--- src/rtl/mandel_scan_ctrl.sv ---
// -----------------------------------------------------------------------------
// mandel_scan_ctrl
//
// Raster scan controller for a Mandelbrot renderer. Walks a width x height
// pixel grid for FRAMES frames, presenting each pixel's position and complex
// coordinate c = cr + j*ci to an iteration engine over a valid/ready
// handshake. Pacing gaps are inserted before every line (LINE_WAIT cycles)
// and after every frame (FRAME_WAIT cycles), followed by a one-cycle CLEAR.
//
// Ports
//   sync_clk          sole clock, rising edge
//   rst               synchronous, active-high reset
//   start             run request, sampled only while idle
//   abort             terminate the current run (ignored while idle)
//   width, height     frame size in pixels (latched at start)
//   xstart, ystart    signed Q4.28 origin (latched at start)
//   xincr, yincr      signed Q4.28 per-pixel step (latched at start)
//   eng_valid         pixel request to the engine
//   eng_ready         engine accepts the current request
//   eng_x, eng_y      pixel position of the request
//   eng_cr, eng_ci    complex coordinate of the request
//   busy              a run is in progress
//   flush             pulse after an accepted pixel with x % FLUSH_EVERY == 0
//   frame_done        pulse after the last pixel of a frame is accepted
//   clear             high for the single CLEAR cycle after each frame gap
//   done              pulse when a run ends normally (or a zero-size start)
//
// Optional feature (macro MANDEL_SCAN_PERF_EN):
//   stall_cnt[31:0]   cycles with eng_valid && !eng_ready (saturating)
//   pix_cnt[31:0]     accepted pixels (saturating)
//   Both clear on rst and on a start that launches a run.
// -----------------------------------------------------------------------------
module mandel_scan_ctrl #(
  parameter int DIM_W       = 10,
  parameter int COORD_W     = 32,
  parameter int FRAMES      = 3,
  parameter int LINE_WAIT   = 10,
  parameter int FRAME_WAIT  = 200,
  parameter int FLUSH_EVERY = 10
) (
  input  logic               sync_clk,
  input  logic               rst,
  input  logic               start,
  input  logic               abort,
  input  logic [DIM_W-1:0]   width,
  input  logic [DIM_W-1:0]   height,
  input  logic [COORD_W-1:0] xstart,
  input  logic [COORD_W-1:0] ystart,
  input  logic [COORD_W-1:0] xincr,
  input  logic [COORD_W-1:0] yincr,
  output logic               eng_valid,
  input  logic               eng_ready,
  output logic [DIM_W-1:0]   eng_x,
  output logic [DIM_W-1:0]   eng_y,
  output logic [COORD_W-1:0] eng_cr,
  output logic [COORD_W-1:0] eng_ci,
  output logic               busy,
  output logic               flush,
  output logic               frame_done,
  output logic               clear,
  output logic               done
`ifdef MANDEL_SCAN_PERF_EN
  ,
  output logic [31:0]        stall_cnt,
  output logic [31:0]        pix_cnt
`endif
);

  localparam int WAIT_MAX = (LINE_WAIT > FRAME_WAIT) ? LINE_WAIT : FRAME_WAIT;
  localparam int WAIT_W   = (WAIT_MAX > 1) ? $clog2(WAIT_MAX) : 1;
  localparam int FL_W     = (FLUSH_EVERY > 1) ? $clog2(FLUSH_EVERY) : 1;

  // Wait counters count down to zero, so the load value is (cycles - 1).
  localparam logic [WAIT_W-1:0] LW_LOAD    = WAIT_W'((LINE_WAIT  > 0) ? LINE_WAIT  - 1 : 0);
  localparam logic [WAIT_W-1:0] FW_LOAD    = WAIT_W'((FRAME_WAIT > 0) ? FRAME_WAIT - 1 : 0);
  localparam logic [FL_W-1:0]   FL_LAST    = FL_W'(FLUSH_EVERY - 1);
  localparam logic [7:0]        FRAME_LOAD = 8'(FRAMES - 1);

  typedef enum logic [2:0] {
    S_IDLE,
    S_LINE_WAIT,
    S_ISSUE,
    S_FRAME_WAIT,
    S_CLEAR
  } state_t;

  state_t              state;
  logic [WAIT_W-1:0]   wait_cnt;
  logic [7:0]          frame_cnt;
  // Tracks eng_x modulo FLUSH_EVERY so no divider is needed.
  logic [FL_W-1:0]     fl_cnt;

  logic [DIM_W-1:0]    w_q, h_q;
  logic [COORD_W-1:0]  xs_q, ys_q, xi_q, yi_q;

  logic start_ok;
  logic accept;
  logic last_x;
  logic last_y;

  assign start_ok = (state == S_IDLE) && start && (width != '0) && (height != '0);
  // abort wins over a same-cycle handshake: that pixel is not accepted.
  assign accept   = (state == S_ISSUE) && eng_ready && !abort;
  assign last_x   = (eng_x == w_q - DIM_W'(1));
  assign last_y   = (eng_y == h_q - DIM_W'(1));

  // NOTE: all state here is updated with non-blocking assignments so every
  // register samples the pre-edge values of its peers, whatever the order of
  // the statements below.
  always_ff @(posedge sync_clk) begin
    if (rst) begin
      state      <= S_IDLE;
      wait_cnt   <= '0;
      frame_cnt  <= '0;
      fl_cnt     <= '0;
      w_q        <= '0;
      h_q        <= '0;
      xs_q       <= '0;
      ys_q       <= '0;
      xi_q       <= '0;
      yi_q       <= '0;
      eng_valid  <= 1'b0;
      eng_x      <= '0;
      eng_y      <= '0;
      eng_cr     <= '0;
      eng_ci     <= '0;
      busy       <= 1'b0;
      flush      <= 1'b0;
      frame_done <= 1'b0;
      clear      <= 1'b0;
      done       <= 1'b0;
    end else begin
      // Event outputs are single-cycle pulses unless re-asserted below.
      flush      <= 1'b0;
      frame_done <= 1'b0;
      clear      <= 1'b0;
      done       <= 1'b0;

      if (abort && (state != S_IDLE)) begin
        state     <= S_IDLE;
        eng_valid <= 1'b0;
        busy      <= 1'b0;
      end else begin
        case (state)
          S_IDLE: begin
            if (start_ok) begin
              w_q       <= width;
              h_q       <= height;
              xs_q      <= xstart;
              ys_q      <= ystart;
              xi_q      <= xincr;
              yi_q      <= yincr;
              frame_cnt <= FRAME_LOAD;
              eng_y     <= '0;
              eng_ci    <= ystart;
              busy      <= 1'b1;
              if (LINE_WAIT == 0) begin
                state     <= S_ISSUE;
                eng_valid <= 1'b1;
                eng_x     <= '0;
                eng_cr    <= xstart;
                fl_cnt    <= '0;
              end else begin
                state    <= S_LINE_WAIT;
                wait_cnt <= LW_LOAD;
              end
            end else if (start) begin
              // Zero-sized frame: nothing to scan, report completion at once.
              done <= 1'b1;
            end
          end

          S_LINE_WAIT: begin
            if (wait_cnt == '0) begin
              state     <= S_ISSUE;
              eng_valid <= 1'b1;
              eng_x     <= '0;
              eng_cr    <= xs_q;
              fl_cnt    <= '0;
            end else begin
              wait_cnt <= wait_cnt - WAIT_W'(1);
            end
          end

          S_ISSUE: begin
            if (accept) begin
              flush  <= (fl_cnt == '0);
              fl_cnt <= (fl_cnt == FL_LAST) ? '0 : fl_cnt + FL_W'(1);
              if (!last_x) begin
                eng_x  <= eng_x + DIM_W'(1);
                eng_cr <= eng_cr + xi_q;
              end else if (!last_y) begin
                eng_y  <= eng_y + DIM_W'(1);
                eng_ci <= eng_ci + yi_q;
                if (LINE_WAIT == 0) begin
                  eng_x  <= '0;
                  eng_cr <= xs_q;
                  fl_cnt <= '0;
                end else begin
                  state     <= S_LINE_WAIT;
                  wait_cnt  <= LW_LOAD;
                  eng_valid <= 1'b0;
                end
              end else begin
                frame_done <= 1'b1;
                eng_valid  <= 1'b0;
                if (FRAME_WAIT == 0) begin
                  state <= S_CLEAR;
                  clear <= 1'b1;
                end else begin
                  state    <= S_FRAME_WAIT;
                  wait_cnt <= FW_LOAD;
                end
              end
            end
          end

          S_FRAME_WAIT: begin
            if (wait_cnt == '0) begin
              state <= S_CLEAR;
              clear <= 1'b1;
            end else begin
              wait_cnt <= wait_cnt - WAIT_W'(1);
            end
          end

          S_CLEAR: begin
            if (frame_cnt == '0) begin
              state <= S_IDLE;
              busy  <= 1'b0;
              done  <= 1'b1;
            end else begin
              frame_cnt <= frame_cnt - 8'd1;
              eng_y     <= '0;
              eng_ci    <= ys_q;
              if (LINE_WAIT == 0) begin
                state     <= S_ISSUE;
                eng_valid <= 1'b1;
                eng_x     <= '0;
                eng_cr    <= xs_q;
                fl_cnt    <= '0;
              end else begin
                state    <= S_LINE_WAIT;
                wait_cnt <= LW_LOAD;
              end
            end
          end

          default: begin
            state     <= S_IDLE;
            eng_valid <= 1'b0;
            busy      <= 1'b0;
          end
        endcase
      end
    end
  end

`ifdef MANDEL_SCAN_PERF_EN
  always_ff @(posedge sync_clk) begin
    if (rst || start_ok) begin
      stall_cnt <= '0;
      pix_cnt   <= '0;
    end else begin
      if (eng_valid && !eng_ready && (stall_cnt != '1)) begin
        stall_cnt <= stall_cnt + 32'd1;
      end
      if (accept && (pix_cnt != '1)) begin
        pix_cnt <= pix_cnt + 32'd1;
      end
    end
  end
`endif

endmodule
--- config.mk ---
export PLATFORM = sky130hd
export DESIGN_NAME = mandel_scan_ctrl
export DESIGN_NICKNAME = d
export VERILOG_FILES = /design/src/rtl/mandel_scan_ctrl.sv
export SDC_FILE = /design/constraint.sdc
export NUM_CORES = 1
export LEC_CHECK = 0
export BUFFER_PORTS_ARGS = -buffer_cell sky130_fd_sc_hd__buf_2
export CAP_MARGIN = 20
export CORE_UTILIZATION = 40
export CTS_CLUSTER_DIAMETER = 60
export DETAILED_ROUTE_END_ITERATION = 10
export SLEW_MARGIN = 25
export SYNTH_ARGS = -nofsm -noshare
export SYNTH_HDL_FRONTEND = slang
export SYNTH_SLANG_ARGS = --single-unit
--- constraint.sdc ---
create_clock -name sync_clk -period 6.9 [get_ports sync_clk]
set_input_delay 0.345 -clock sync_clk [delete_from_list [all_inputs] [get_ports sync_clk]]
set_output_delay 0.345 -clock sync_clk [all_outputs]
set_load 0.005 [all_outputs]
Word-level counts from Yosys, hierarchy flattened
Index checks and enable logic that the tools add are counted.

cells by class
  add/subtract/negate cells = 9
  reductions and logical operators = 34
  bitwise gates (word level) = 7
  eq/ne operators = 17
  multiplexer cells = 55

operators by type and width
  operator                                                              number
  32-bit two-way mux                                                    8
  32-bit case mux with 3 select lines                                   1
  10-bit two-way mux                                                    8
  32-bit adder                                                          2
  8-bit two-way mux                                                     8
  32-bit case mux with 2 select lines                                   1
  8-bit case mux with 4 select lines                                    1
  10-bit case mux with 3 select lines                                   1
  10-bit by 1-bit adder with 10-bit output, second input constant       2
  10-bit == test                                                        2
  2-bit inequality test, second input constant                          10
  10-bit case mux with 2 select lines                                   1
  10-bit nonzero test                                                   2
  10-bit by 1-bit subtractor with 10-bit output, second input constant  2
  8-bit zero test                                                       2
  8-bit case mux with 2 select lines                                    1
  8-bit by 1-bit subtractor with 8-bit output, second input constant    2
  3-bit two-way mux                                                     5
  3-bit case mux with 5 select lines                                    1
  7-bit AND reduction                                                   2
  4-bit two-way mux                                                     3
  4-bit AND reduction                                                   3
  1-bit two-way mux                                                     11
  5-bit AND reduction                                                   2
  other kinds (22)                                                      41

word-level totals
  input port bits = 153
  logic and storage cells = 142
  output and inout port bits = 90
  register bits after elaboration = 261

Longest topological paths before layout
  word-level depth = 6
  gate-level depth with buffers = 14
  gate-level depth less buffers = 12

Worst setup path before layout
No wires, ideal clock.

  kind = register -> register
  start = register eng_cr[0]
  end = register eng_cr[28]
  data arrival time = 2.738 ns
  path buffers = 0
  library setup time = 0.074 ns
  slack = 4.087 ns
  period minus slack after synthesis = 2.813 ns
  stages on the path, launching flop included = 13
  data required time = 6.826 ns
  path through = dfxtp_1 -> ha_1 -> inv_1 -> fa_1 -> nand2b_1 -> a21oi_1 -> o21ai_1 -> a31o_2 -> o211a_1 -> o31ai_1 -> a211o_1 -> o211ai_1 -> a31oi_1

between the ends
  longest elaborated chain between the ends = 4

ends and longest elaborated chain
  element                              line  source
  start, declared                      55    output logic [COORD_W-1:0] eng_cr,
  start signal, assigned               161   eng_cr <= xstart;
  start signal, assigned               178   eng_cr <= xs_q;
  start signal, assigned               191   eng_cr <= eng_cr + xi_q;
  32-bit adder                         191
  32-bit two-way mux                   189   if (!last_x) begin
  32-bit two-way mux                   186   if (accept) begin
  32-bit case mux with 2 select lines  144   case (state)

Every way passes these cells. The select of a mux whose other input is x is not followed.
A chain may end at the register's enable or synchronous reset.

Final worst setup path
  start = register state[2]
  end = register xi_q[24]

between the ends
  longest elaborated chain between the ends = 5
  elaborated cells on any way between the ends = 8
  classes of those cells = bitwise: 1; reduce/logical: 7

ends and longest elaborated chain
  element                                   line      source
  start, declared                           87        state_t state;
  start signal, assigned                    112       state <= S_IDLE;
  start signal, assigned                    140       state <= S_IDLE;
  start signal, assigned                    158       state <= S_ISSUE;
  3-bit zero test                           101, 144
  1-bit logical AND (3 in series)           101       assign start_ok = (state == S_IDLE) && start && (width != '0) && (height != '0);
  3-bit AND reduction (no source line) (*)  n/a
  end signal, assigned                      151       xi_q <= xincr;
  end, declared                             94        logic [COORD_W-1:0] xs_q, ys_q, xi_q, yi_q;

Mark *: on every way between the ends. The rest lies on a longest branch, timed or not.

==> metrics.md <==
| Metric | Value |
|---|---|
| Status | complete, no violations |
| Total leakage power | about 0.007 µW |
| Post CTS Setup Buffer Count | 0 |
| Crit-path max FO | a little under 90 |
| Dpl cell area | 15500 µm² |
| #FFs+latches synth | ~260 |
| Die area | 35700 µm² |
| Worst slew pin tran | roughly 0.97 ns |
| Mapped Area | 14000 µm² |
| CTS sink count | 261 |
| Top Family by Delay on Critical Path | buffers and inverters |
| Distinct cells, synth | 73 |
| Hold buffer count at CTS | 0 |
| Share of cells above drive strength 1 | between 10% and 20% |
| DRT iter0 DRCs | around 800 |
| Vias in the first global route | 12900 |
| Final Hold Viols | 0 |
| DRC | 0 |
| Design Area, Final | roughly 17000 µm² |
| EDFF count, synth | 0 |
| Req. time, crit path | ~7.3 ns |
| Core area | approximately 34000 µm² |
| Final setup vio count | 0 |
| WL/cell | 16.3 µm |
| CP max stage cell | buf_4 |
| Final period utilization | between 40% and 50% |
| Post-CTS sizing | 0 |
| Initial antenna violation count | 3 |
| Synthesis-to-finish area growth | 18.7% |
| Most common cell on crit path | buf_4 |
| DRT Wirelength | a little over 40 mm |
| Pre-CTS setup slack | 3.52 ns |
| Max-Cap Viols | 0 |
| Num CTS Buffers | 34 |
| GRT Util Overall | approximately 22% |
| CTS max path bufs | 3 |
| Max VDD drop | 217 µV |
| Vias | ~13000 |
| Hpwl dp | between 20 and 30 mm |
| Initial Util | 40.5% |
| IO Port Bufs | about 240 |
| FMAX | about 0.29 GHz |
| Die X | 189 µm |
| YS warnings | 0 |
| Die Ht | between 150 and 200 µm |
| Syn nets | about 2100 |
| RD Place Congestion | between 0.8 and 0.9 |
| Antenna-violating nets left | 0 |
| Skew-Pair Late Insertion Delay | between 0.5 and 0.6 ns |
| First-pass GRT wire length | between 60 and 70 mm |
| First-pass detailed-route iteration total | 5 |
| Clock root buffer | clkbuf_16 |
| Max incr delay on CP | between 0.7 and 0.8 ns |
| Relative slew slack | roughly a third |
| Clock Skew | approximately 0.021 ns |
| Nets | between 2000 and 2500 |
| Top-Level Pins | about 240 |
| Avg Cell Area, Syn | ~7.7 µm² |
| Fillers | roughly 3400 |
| Max Slew Vio Count | 0 |
| CTS tree | done |
| Clock-pin slew on the worst setup and hold paths | approximately 0.060 ns |
| PD cells | slightly below 400 nW/µm² |
| Worst Setup Slack, final | 3.51 ns |
| RSZ-0062 raised after global routing | no |
| Critical path arrival | approximately 3.8 ns |
| Final core occ | approximately 48% |
| Reg2reg path depth | 8 |
| Startpoint Class | register |
| Avg Vias per Cell | 5.41 |
| H-tree Lvls | 2 |
| Ys async rst share | 0% |
| Critical path buffer and inverter count | 2 |
| Largest net degree at the start of global routing | 88 |
| Min Tclk post-route | 3.39 ns |
| CP Class | register to register |
| Reg area | between 5000 and 6000 µm² |
| Crit. End Element | register |
| Total gr overflow | 0 |
| Final total power | ~6400 µW |
| Worst Hold Depth | 3 |
| Cell depth of the worst setup path | 8 |
| Seq/Total Area, Yosys | roughly 37% |
| CP Cell Sequence | nor2_2 -> nand3b_1 -> a31oi_2 -> and2_4 -> buf_4 -> buf_4 -> nand2_1 -> a21oi_1 |
| Rows | just under 70 |
| Worst Hold Class | primary input to register |
| Post-route setup TNS | 0 ns |
| Post-Syn Instances | between 1500 and 2000 |
| Multi-input logic area | 8250 µm² |
| Post-synth top flop | dfxtp_1 |
## cells in the mapped netlist, drive strengths merged (11+ instances only)
master / instances / area (µm²)
a211oi: 30 / 225
buf: 14 / 68.8
nor4: 11 / 83.8
a22oi: 22 / 165
nor3: 44 / 225
nand4: 18 / 113
xor2: 41 / 359
and3: 15 / 93.8
nand3: 23 / 115
clkbuf: 86 / 323
nor2: 139 / 524
o21a: 13 / 97.6
ha: 72 / 901
o31ai: 11 / 82.6
o21ai: 83 / 419
nand2b: 11 / 68.8
a21o: 18 / 135
a221oi: 16 / 140
dfxtp: 261 / 5230
a31oi: 22 / 144
o21bai: 11 / 82.6
inv: 34 / 128
nand2: 410 / 1540
a311oi: 17 / 149
a21oi: 245 / 1230
xnor2: 50 / 438
## state kept, by name (all words and copies together) (netlist names)
name,cells
fl_cnt,4
eng_ci,32
frame_cnt,8
yi_q,32
eng_x,10
h_q,10
xs_q,32
flush,1
busy,1
frame_done,1
eng_cr,32
eng_y,10
done,1
w_q,10
clear,1
ys_q,32
state,3
xi_q,32
eng_valid,1
wait_cnt,8
## path summary, 6_finish.rpt
kind | endpoint | from | slack (ns)
hold reg to reg | xs_q[1]$_SDFFE_PP0P_ | xs_q[1]$_SDFFE_PP0P_ | 0.45
setup / recovery | xi_q[24]$_SDFFE_PP0P_ | state[2]$_SDFFE_PP0P_ | 3.51
setup reg to reg | xi_q[24]$_SDFFE_PP0P_ | state[2]$_SDFFE_PP0P_ | 3.51
hold / removal | yi_q[4]$_SDFFE_PP0P_ | yincr[4] | 0.07
## layout by cell type, fill, tap and decap left out, drive strengths merged, types with 13 or more instances in the layout
cell type and instances:
and3 15, dfxtp 261, buf 254, nand2 410, a31oi 22, a221oi 16, nor2 139, nand3 23
a311oi 17, xor2 41, xnor2 50, nand4 18, o21a 13, a21oi 245, a21o 18, a211oi 30
inv 36, ha 72, a22oi 22, o21ai 83, nor3 44, clkbuf 44
## per-layer routing
| metal | track usage, % | share of wire (%) | wire [µm] |
|---|---|---|---|
| met1 | 29.6 | 45 | 18400 |
| met2 | 37.8 | 47 | 19200 |
| met3 | 3.30 | 5.2 | 2140 |
| met4 | 6.85 | 2.5 | 1030 |
| met5 | 0 | 0 | 0 |
## cells by family after synthesis
group	synth area share (%)
fa+ha+maj	6.74
flops	37.4
simple gates	22.6
buf+inv	3.72
mux	0.358
xor+xnor	5.71
compound gates	23.4
## layout make-up
type | instances | share of cell area [%]
multi-input cells | 1429 | 49.8
flip-flops and latches | 261 | 31.5
repair buffers | 254 | 7.89
clock buffers | 44 | 5.79
well taps | 455 | 3.44
inverters | 34 | 0.770
clock inverters | 12 | 0.755
diodes | 3 | 0.0453
## report_power, final
group | leakage (µW) | switching (µW) | internal [µW]
clock network | 0.000535 | 666 | 1050
registers | 0.00214 | 300 | 1850
logic | 0.00433 | 1570 | 943
## tightest hold or removal path: stages
cell	delay, ns
buf_2	0.09
nand2_1	0.04
a21oi_1	0.05
## metrics by stage
stage	std cells	hold slack (ns)
after floorplan	1824	0.430
after global placement	2433	0.442
after detailed placement	2433	0.447
after CTS	2489	0.0476
after global routing	2490	0.0654
final	2492	0.0688
Power figures use the tool's default switching activity.
